**config.mk**
```make
export PLATFORM = sky130hd
export DESIGN_NAME = seven_seg_seconds
export DESIGN_NICKNAME = d
export VERILOG_FILES = /design/src/rtl/seven_seg_pkg.sv /design/src/rtl/seg7_decoder.sv /design/src/rtl/seven_seg_seconds.sv
export SDC_FILE = /design/constraint.sdc
export NUM_CORES = 1
export LEC_CHECK = 0
export BUFFER_PORTS_ARGS = -buffer_cell sky130_fd_sc_hd__buf_2
export CAP_MARGIN = 20
export CORE_UTILIZATION = 42
export DETAILED_ROUTE_END_ITERATION = 16
export GPL_TIMING_DRIVEN = 0
export PLACE_DENSITY = 0.6
export SYNTH_ARGS = -nofsm -noshare
export SYNTH_HDL_FRONTEND = slang
export SYNTH_SLANG_ARGS = --single-unit
```
**constraint.sdc**
```tcl
create_clock -name io_in -period 1.83 [get_ports io_in]
set_clock_uncertainty 0.15 [all_clocks]
set_input_delay 0.2745 -clock io_in [delete_from_list [all_inputs] [get_ports io_in]]
set_output_delay 0.2745 -clock io_in [all_outputs]
set_load 0.05 [all_outputs]
```
**src/rtl/seven_seg_pkg.sv**
```systemverilog
// seven_seg_pkg: segment patterns and digit type shared by the seconds counter and its decoder.
package seven_seg_pkg;
    typedef logic [3:0] digit_t;
    localparam digit_t DIGIT_MAX = 4'd9;
    localparam logic [6:0] SEG_0     = 7'h3F;
    localparam logic [6:0] SEG_1     = 7'h06;
    localparam logic [6:0] SEG_2     = 7'h5B;
    localparam logic [6:0] SEG_3     = 7'h4F;
    localparam logic [6:0] SEG_4     = 7'h66;
    localparam logic [6:0] SEG_5     = 7'h6D;
    localparam logic [6:0] SEG_6     = 7'h7D;
    localparam logic [6:0] SEG_7     = 7'h07;
    localparam logic [6:0] SEG_8     = 7'h7F;
    localparam logic [6:0] SEG_9     = 7'h6F;
    localparam logic [6:0] SEG_BLANK = 7'h00;
endpackage

```
**src/rtl/seg7_decoder.sv**
```systemverilog
// seg7_decoder: combinational digit to active-high {g,f,e,d,c,b,a} segments.
module seg7_decoder
    import seven_seg_pkg::*;
(
    input  digit_t     digit,
    output logic [6:0] seg
);
    always_comb begin
        case (digit)
            4'd0:    seg = SEG_0;
            4'd1:    seg = SEG_1;
            4'd2:    seg = SEG_2;
            4'd3:    seg = SEG_3;
            4'd4:    seg = SEG_4;
            4'd5:    seg = SEG_5;
            4'd6:    seg = SEG_6;
            4'd7:    seg = SEG_7;
            4'd8:    seg = SEG_8;
            4'd9:    seg = SEG_9;
            default: seg = SEG_BLANK;
        endcase
    end
endmodule

```
**src/rtl/seven_seg_seconds.sv**
```systemverilog
// seven_seg_seconds: one-digit seconds counter on a seven-segment display.
// Define DP_BLINK_EN to blink the decimal point at 1 Hz in phase with the digit.
module seven_seg_seconds
    import seven_seg_pkg::*;
#(
    parameter int MAX_COUNT = 1000,
    parameter int CNT_W     = 24
) (
    input  logic [7:0] io_in,
    output logic [7:0] io_out
);
    logic             clk;
    logic             rst_n;
    logic             unused_in;
    logic [1:0]       sync;
    logic             rst_sync_n;
    logic [CNT_W-1:0] cnt;
    logic [CNT_W-1:0] cnt_next;
    logic             tick;
    digit_t           digit;
    logic [6:0]       seg;

    assign clk        = io_in[0];
    assign rst_n      = io_in[1];
    assign unused_in  = ^io_in[7:2];
    assign rst_sync_n = sync[1];

    // Asserts immediately, releases two edges after rst_n rises.
    always_ff @(posedge clk or negedge rst_n)
        if (!rst_n) sync <= 2'b00;
        else        sync <= {sync[0], 1'b1};

    assign tick     = cnt == CNT_W'(MAX_COUNT - 1);
    assign cnt_next = tick ? '0 : cnt + CNT_W'(1);

    always_ff @(posedge clk or negedge rst_sync_n)
        if (!rst_sync_n) begin
            cnt   <= '0;
            digit <= '0;
        end else begin
            cnt <= cnt_next;
            if (tick) digit <= (digit >= DIGIT_MAX) ? '0 : digit + 4'd1;
        end

    seg7_decoder u_dec (
        .digit(digit),
        .seg  (seg)
    );

`ifdef DP_BLINK_EN
    logic dp;
    always_ff @(posedge clk or negedge rst_sync_n)
        if (!rst_sync_n) dp <= 1'b0;
        else             dp <= cnt_next < CNT_W'(MAX_COUNT / 2);
    assign io_out = {dp, seg};
`else
    assign io_out = {1'b0, seg};
`endif
endmodule

```
; ---- Yosys cells after proc, flatten, opt, wreduce, memory -nomap -nowiden
; Memory sizes are Yosys's and may differ from the RTL's.
; Cells that the tools add are included.
[word_totals]
memories = 1
in_bits = 8
mem_bits_ro = 112
out_inout_bits = 8
reg_bits = 30
[mem_list]
columns = memory, depth, word_bits, rd, rd_clocked_by_memory_dff, write_ports, line
row1 = (name not given), 16, 7, 1, 0, 0, seg7_decoder.sv:9  ; case (digit)
[classes]
add_sub_neg = 2
magnitude_cmp = 1
n_mux = 2
eq_ne = 1
[ops]
columns = cell, count
row1 = $add A24 B1 Y24 const B, 1
row2 = $eq A24 B10 Y1 const B, 1
row3 = $mux W24, 1
row4 = $add A4 B1 Y4 const B, 1
row5 = $ge A4 B4 Y1 const B, 1
row6 = $mux W4, 1

; ---- Longest topological paths before layout
[depth]
ltp_word = 2
ltp_mapped = 6
mapped_depth_nobuf = 6

; ---- By module
; Synthesis repeated with hierarchy kept, for this count alone.
[unflattened]
cells_unflattened = 158
hier_area_um2 = 1674.1
[by_module_without_submodules]
columns = mod, area_per_inst_um2, n_inst, cells_each, seq_area_each_um2
row1 = seven_seg_seconds, 1472.7, 1, 132, 750.7
row2 = seg7_decoder, 201.4, 1, 26, 0.0

; ---- Worst setup path before layout
; No wires, ideal clock.
[synth_path]
path_kind = reg2out
startpoint = register digit[1]
endpoint = output port io_out[3]
path_stages_with_launch = 5
t_required_ps = 1405
arrival_time_ps = 2005
slack_ps = -600
n_path_buf = 0
cell_sequence = dfrtp_1 > inv_1 > ha_1 > inv_1 > o21ai_0
[synth_via]
elab_chain_len = 1
[synth_rtl]
columns = element, line
row1 = start: declaration, seven_seg_seconds.sv:20  ; digit_t digit;
row2 = start signal: assignment, seven_seg_seconds.sv:42  ; if (tick) digit <= (digit >= DIGIT_MAX) ? '0 : digit + 4'd1;
row3 = $mem_v2 Z16 W7, --
row4 = end: declaration, seven_seg_seconds.sv:10  ; output logic [7:0] io_out
; No other way between the ends.

; ---- Final worst setup path
[layout_path]
startpoint = register digit[1]
endpoint = output port io_out[6]
; The elaborated chain is that of the path after synthesis.

==> results.cfg <==
[floorplan]
die_w_um = 64.73
ioPinCount = 16
rows = 22
die_y_um = 64.73
core_um2 = 3716
die_area_um2 = 4190
start_util_pct = 44.48

[routing]
wl_per_cell_um = 14.67
drtAntennaViolNets = 0
drt_iter0_drc = 60
vias_per_cell = 5.233
drt-pass1-iter-count = 4
num_vias = 1188
wirelength_mm = 3.331
remaining_drc_errors = 0

[global_routing]
grt_pass1_vias = 1260
grt_overflow = 0
grt_first_pass_wirelength_mm = 5.589
track_usage_pct = 18.13
antenna_found_initial = 0
grt_max_degree = 29

[sta]
grt_setup_unrepaired = true
period_needed_ns = 1.857
final_hold_viol_count = 7
period_share_pct = 101.5
fin_worst_hold_slack_ns = -0.5338
setup_viol = 5
worst_slack_ns = -0.02721
slew_violations = 0
fmax_mhz = 538.4

[power_and_ir_drop]
p_sw_share_pct = 19.27
p_int_uw = 1217
p_seq_share_pct = 44.3
clkPwrFrac_pct = 54.3
p_per_area_nw_per_um2 = 708.8
peakVddDrop_uv = 482.0
p_sw_uw = 290.5
combPwrFrac_pct = 1.4
total_power_uw = 1508
leakagePower_uw = 0.0009158

[clock_tree]
cts.clk_slew.worst_paths_ns = 0.06
tritoncts = done
clock_latency_ns = 0.28

[final_layout]
final_nets = 195
insertedDiodeCount = 0
layout_commonest_cell = dfrtp_1
final_cell_mix = dfrtp_1 (25), xnor2_1 (20), nand3_1 (11), buf_4 (10), nor2_1 (9)
fin_util_pct = 57.24
area_delta_synth_final_pct = 28.69
drive_gt1_share_pct = 36.87
nFillCells = 325

[setup_path]
crit_chain = buf_4 -> ha_2 -> o22ai_2 -> buf_6
cp-end-kind = output port
cpPeakStageDelay_ns = 0.45
r2r_cells = 5
crit_required_ns = 1.41
cp.arrival_ns = 1.43
cp_max_fo = 5
startpoint_type = flop
slowest_stage = dfrtp_2
worstSetupPathType = flop to output port
r2r_start = cnt[1]$_DFF_PN0_
reg2reg_slack_ns = 0.04
rr_endpoint = digit[0]$_DFFE_PN0N_

[flow_run]
cap_viol_max_count = 0

[yosys]
ys_seq_area_share_pct = 45.42
syn_area_um2 = 1653
syn_avg_cell_area_um2 = 10.73
synth-seq-cells = 30
yosys.cell_types.count = 39
synth_nets = 171
ys_warn_count = 0
synthCells = 154

[status]
violations = negative hold slack, negative setup slack
status = finished with violations

[place]
place.gp.congestion = 0.7737
dp_hpwl_mm = 2.242
port_buffers = 7

[hold_path]
holdCritPathClass = clock port to asynchronous set/reset pin
-- how the worst max path moves through the flow --
stage                         start        end  slack, ns
5_1_grt        digit[1]$_DFFE_PN0N_  io_out[0]      -0.07
2_1_floorplan  digit[1]$_DFFE_PN0N_  io_out[3]      -0.22
3_5_place_dp   digit[1]$_DFFE_PN0N_  io_out[5]      -0.18
3_3_place_gp   digit[1]$_DFFE_PN0N_  io_out[3]      -0.05
6_report       digit[1]$_DFFE_PN0N_  io_out[6]      -0.03
4_1_cts        digit[1]$_DFFE_PN0N_  io_out[6]      -0.02
-- registers in the layout, summed over array words and instances, names as in the netlist --
register / flops
digit: 4
cnt: 24
sync: 2
-- cells by family after synthesis --
logic type / after synthesis / share of synthesized area, %
buf+inv: 11 / 2.877
compound gates: 19 / 7.419
other cells: 2 / 0.4544
simple gates: 61 / 25.36
xor+xnor: 22 / 11.66
fa+ha+maj: 9 / 6.813
flops: 30 / 45.42
-- through the flow --
| stage | cell area, µm² | TNS [ns] | setup WS (ns) | hold slack, ns | instances |
|---|---|---|---|---|---|
| 6_report | 2127 | -0.06880 | -0.02721 | -0.5338 | 227 |
| 5_1_grt | 2127 | -0.4885 | -0.07466 | -0.5416 | 227 |
| 4_1_cts | 2032 | -0.03686 | -0.01828 | -0.5434 | 224 |
| 3_5_place_dp | 1770 | -1.308 | -0.1788 | -0.4456 | 209 |
| 3_3_place_gp | 1770 | -0.3421 | -0.04812 | -0.4456 | 209 |
| 2_1_floorplan | 1675 | -0.5652 | -0.2242 | -0.4456 | 154 |
-- cell usage after synthesis (all sizes together) --
library cell  count  area (µm²)
o22ai             3       18.77
o2bb2ai           1       8.760
or4               2       15.01
nand3b            1       20.02
nand4             6       43.79
conb              2       7.510
o21ai             7       35.03
and4bb            1       12.51
a21boi            1       7.510
a21bo             1       10.01
xnor2            20       175.2
nand2             9       33.78
nor4b             1       23.77
nor3b             1       7.510
nand2b            2       12.51
o31a              1       8.760
nor2             11       41.29
o31ai             1       7.510
clkbuf            2       7.510
a21oi             2       10.01
dfrtp            30       750.7
and4              2       17.52
a21o              1       7.510
o221ai            1       8.760
nor3              3       31.28
buf               3       17.52
or3b              1       8.760
xor2              2       17.52
nand3            12       65.06
nor2b             2       12.51
nor4              2       42.54
ha                9       112.6
and3              5       31.28
inv               6       22.52
-- repair_timing --
action,CTS,global route
setup endpoints to repair,24,24
gates resized for setup,34,17
pin swaps,4,1
hold buffers,0,0
hold endpoints to repair,0,0
buffers inserted,5,2
-- power groups by stage --
stage	clock, µW	sequential [µW]	combinational (µW)
2_1_floorplan	0	684	6.29
3_3_place_gp	0	686	6.29
3_5_place_dp	0	686	6.29
4_1_cts	849	674	6.29
5_1_grt	884	667	24.4
6_report	819	667	21.7
-- cell type report --
| type | count | area (µm²) | area share (%) |
|---|---|---|---|
| buffer | 4 | 27.53 | 1.294 |
| sequential | 30 | 757.0 | 35.59 |
| clock buffer | 10 | 117.6 | 5.529 |
| inverter | 6 | 30.03 | 1.412 |
| tap | 48 | 60.06 | 2.824 |
| multi-input combinational | 113 | 945.9 | 44.47 |
| timing repair buffer | 15 | 158.9 | 7.471 |
| clock inverter | 1 | 30.03 | 1.412 |
-- per-layer routing --
metal	wire length, µm	vias up	share of wire (%)	track usage (%)
met5	0	-	0	0
met4	23	0	0.69	6.389
met3	150	2	4.5	8.099
met2	1724	23	52	30.08
met1	1432	576	43	20.45
li1	-	587	-	-
-- critical path: cells and delay by family (launching register included) --
kind	cells	cell delay (ns)
buf+inv	2	0.35
compound gates	1	0.17
flops	1	0.45
fa+ha+maj	1	0.18
Power figures use the tool's default switching activity.
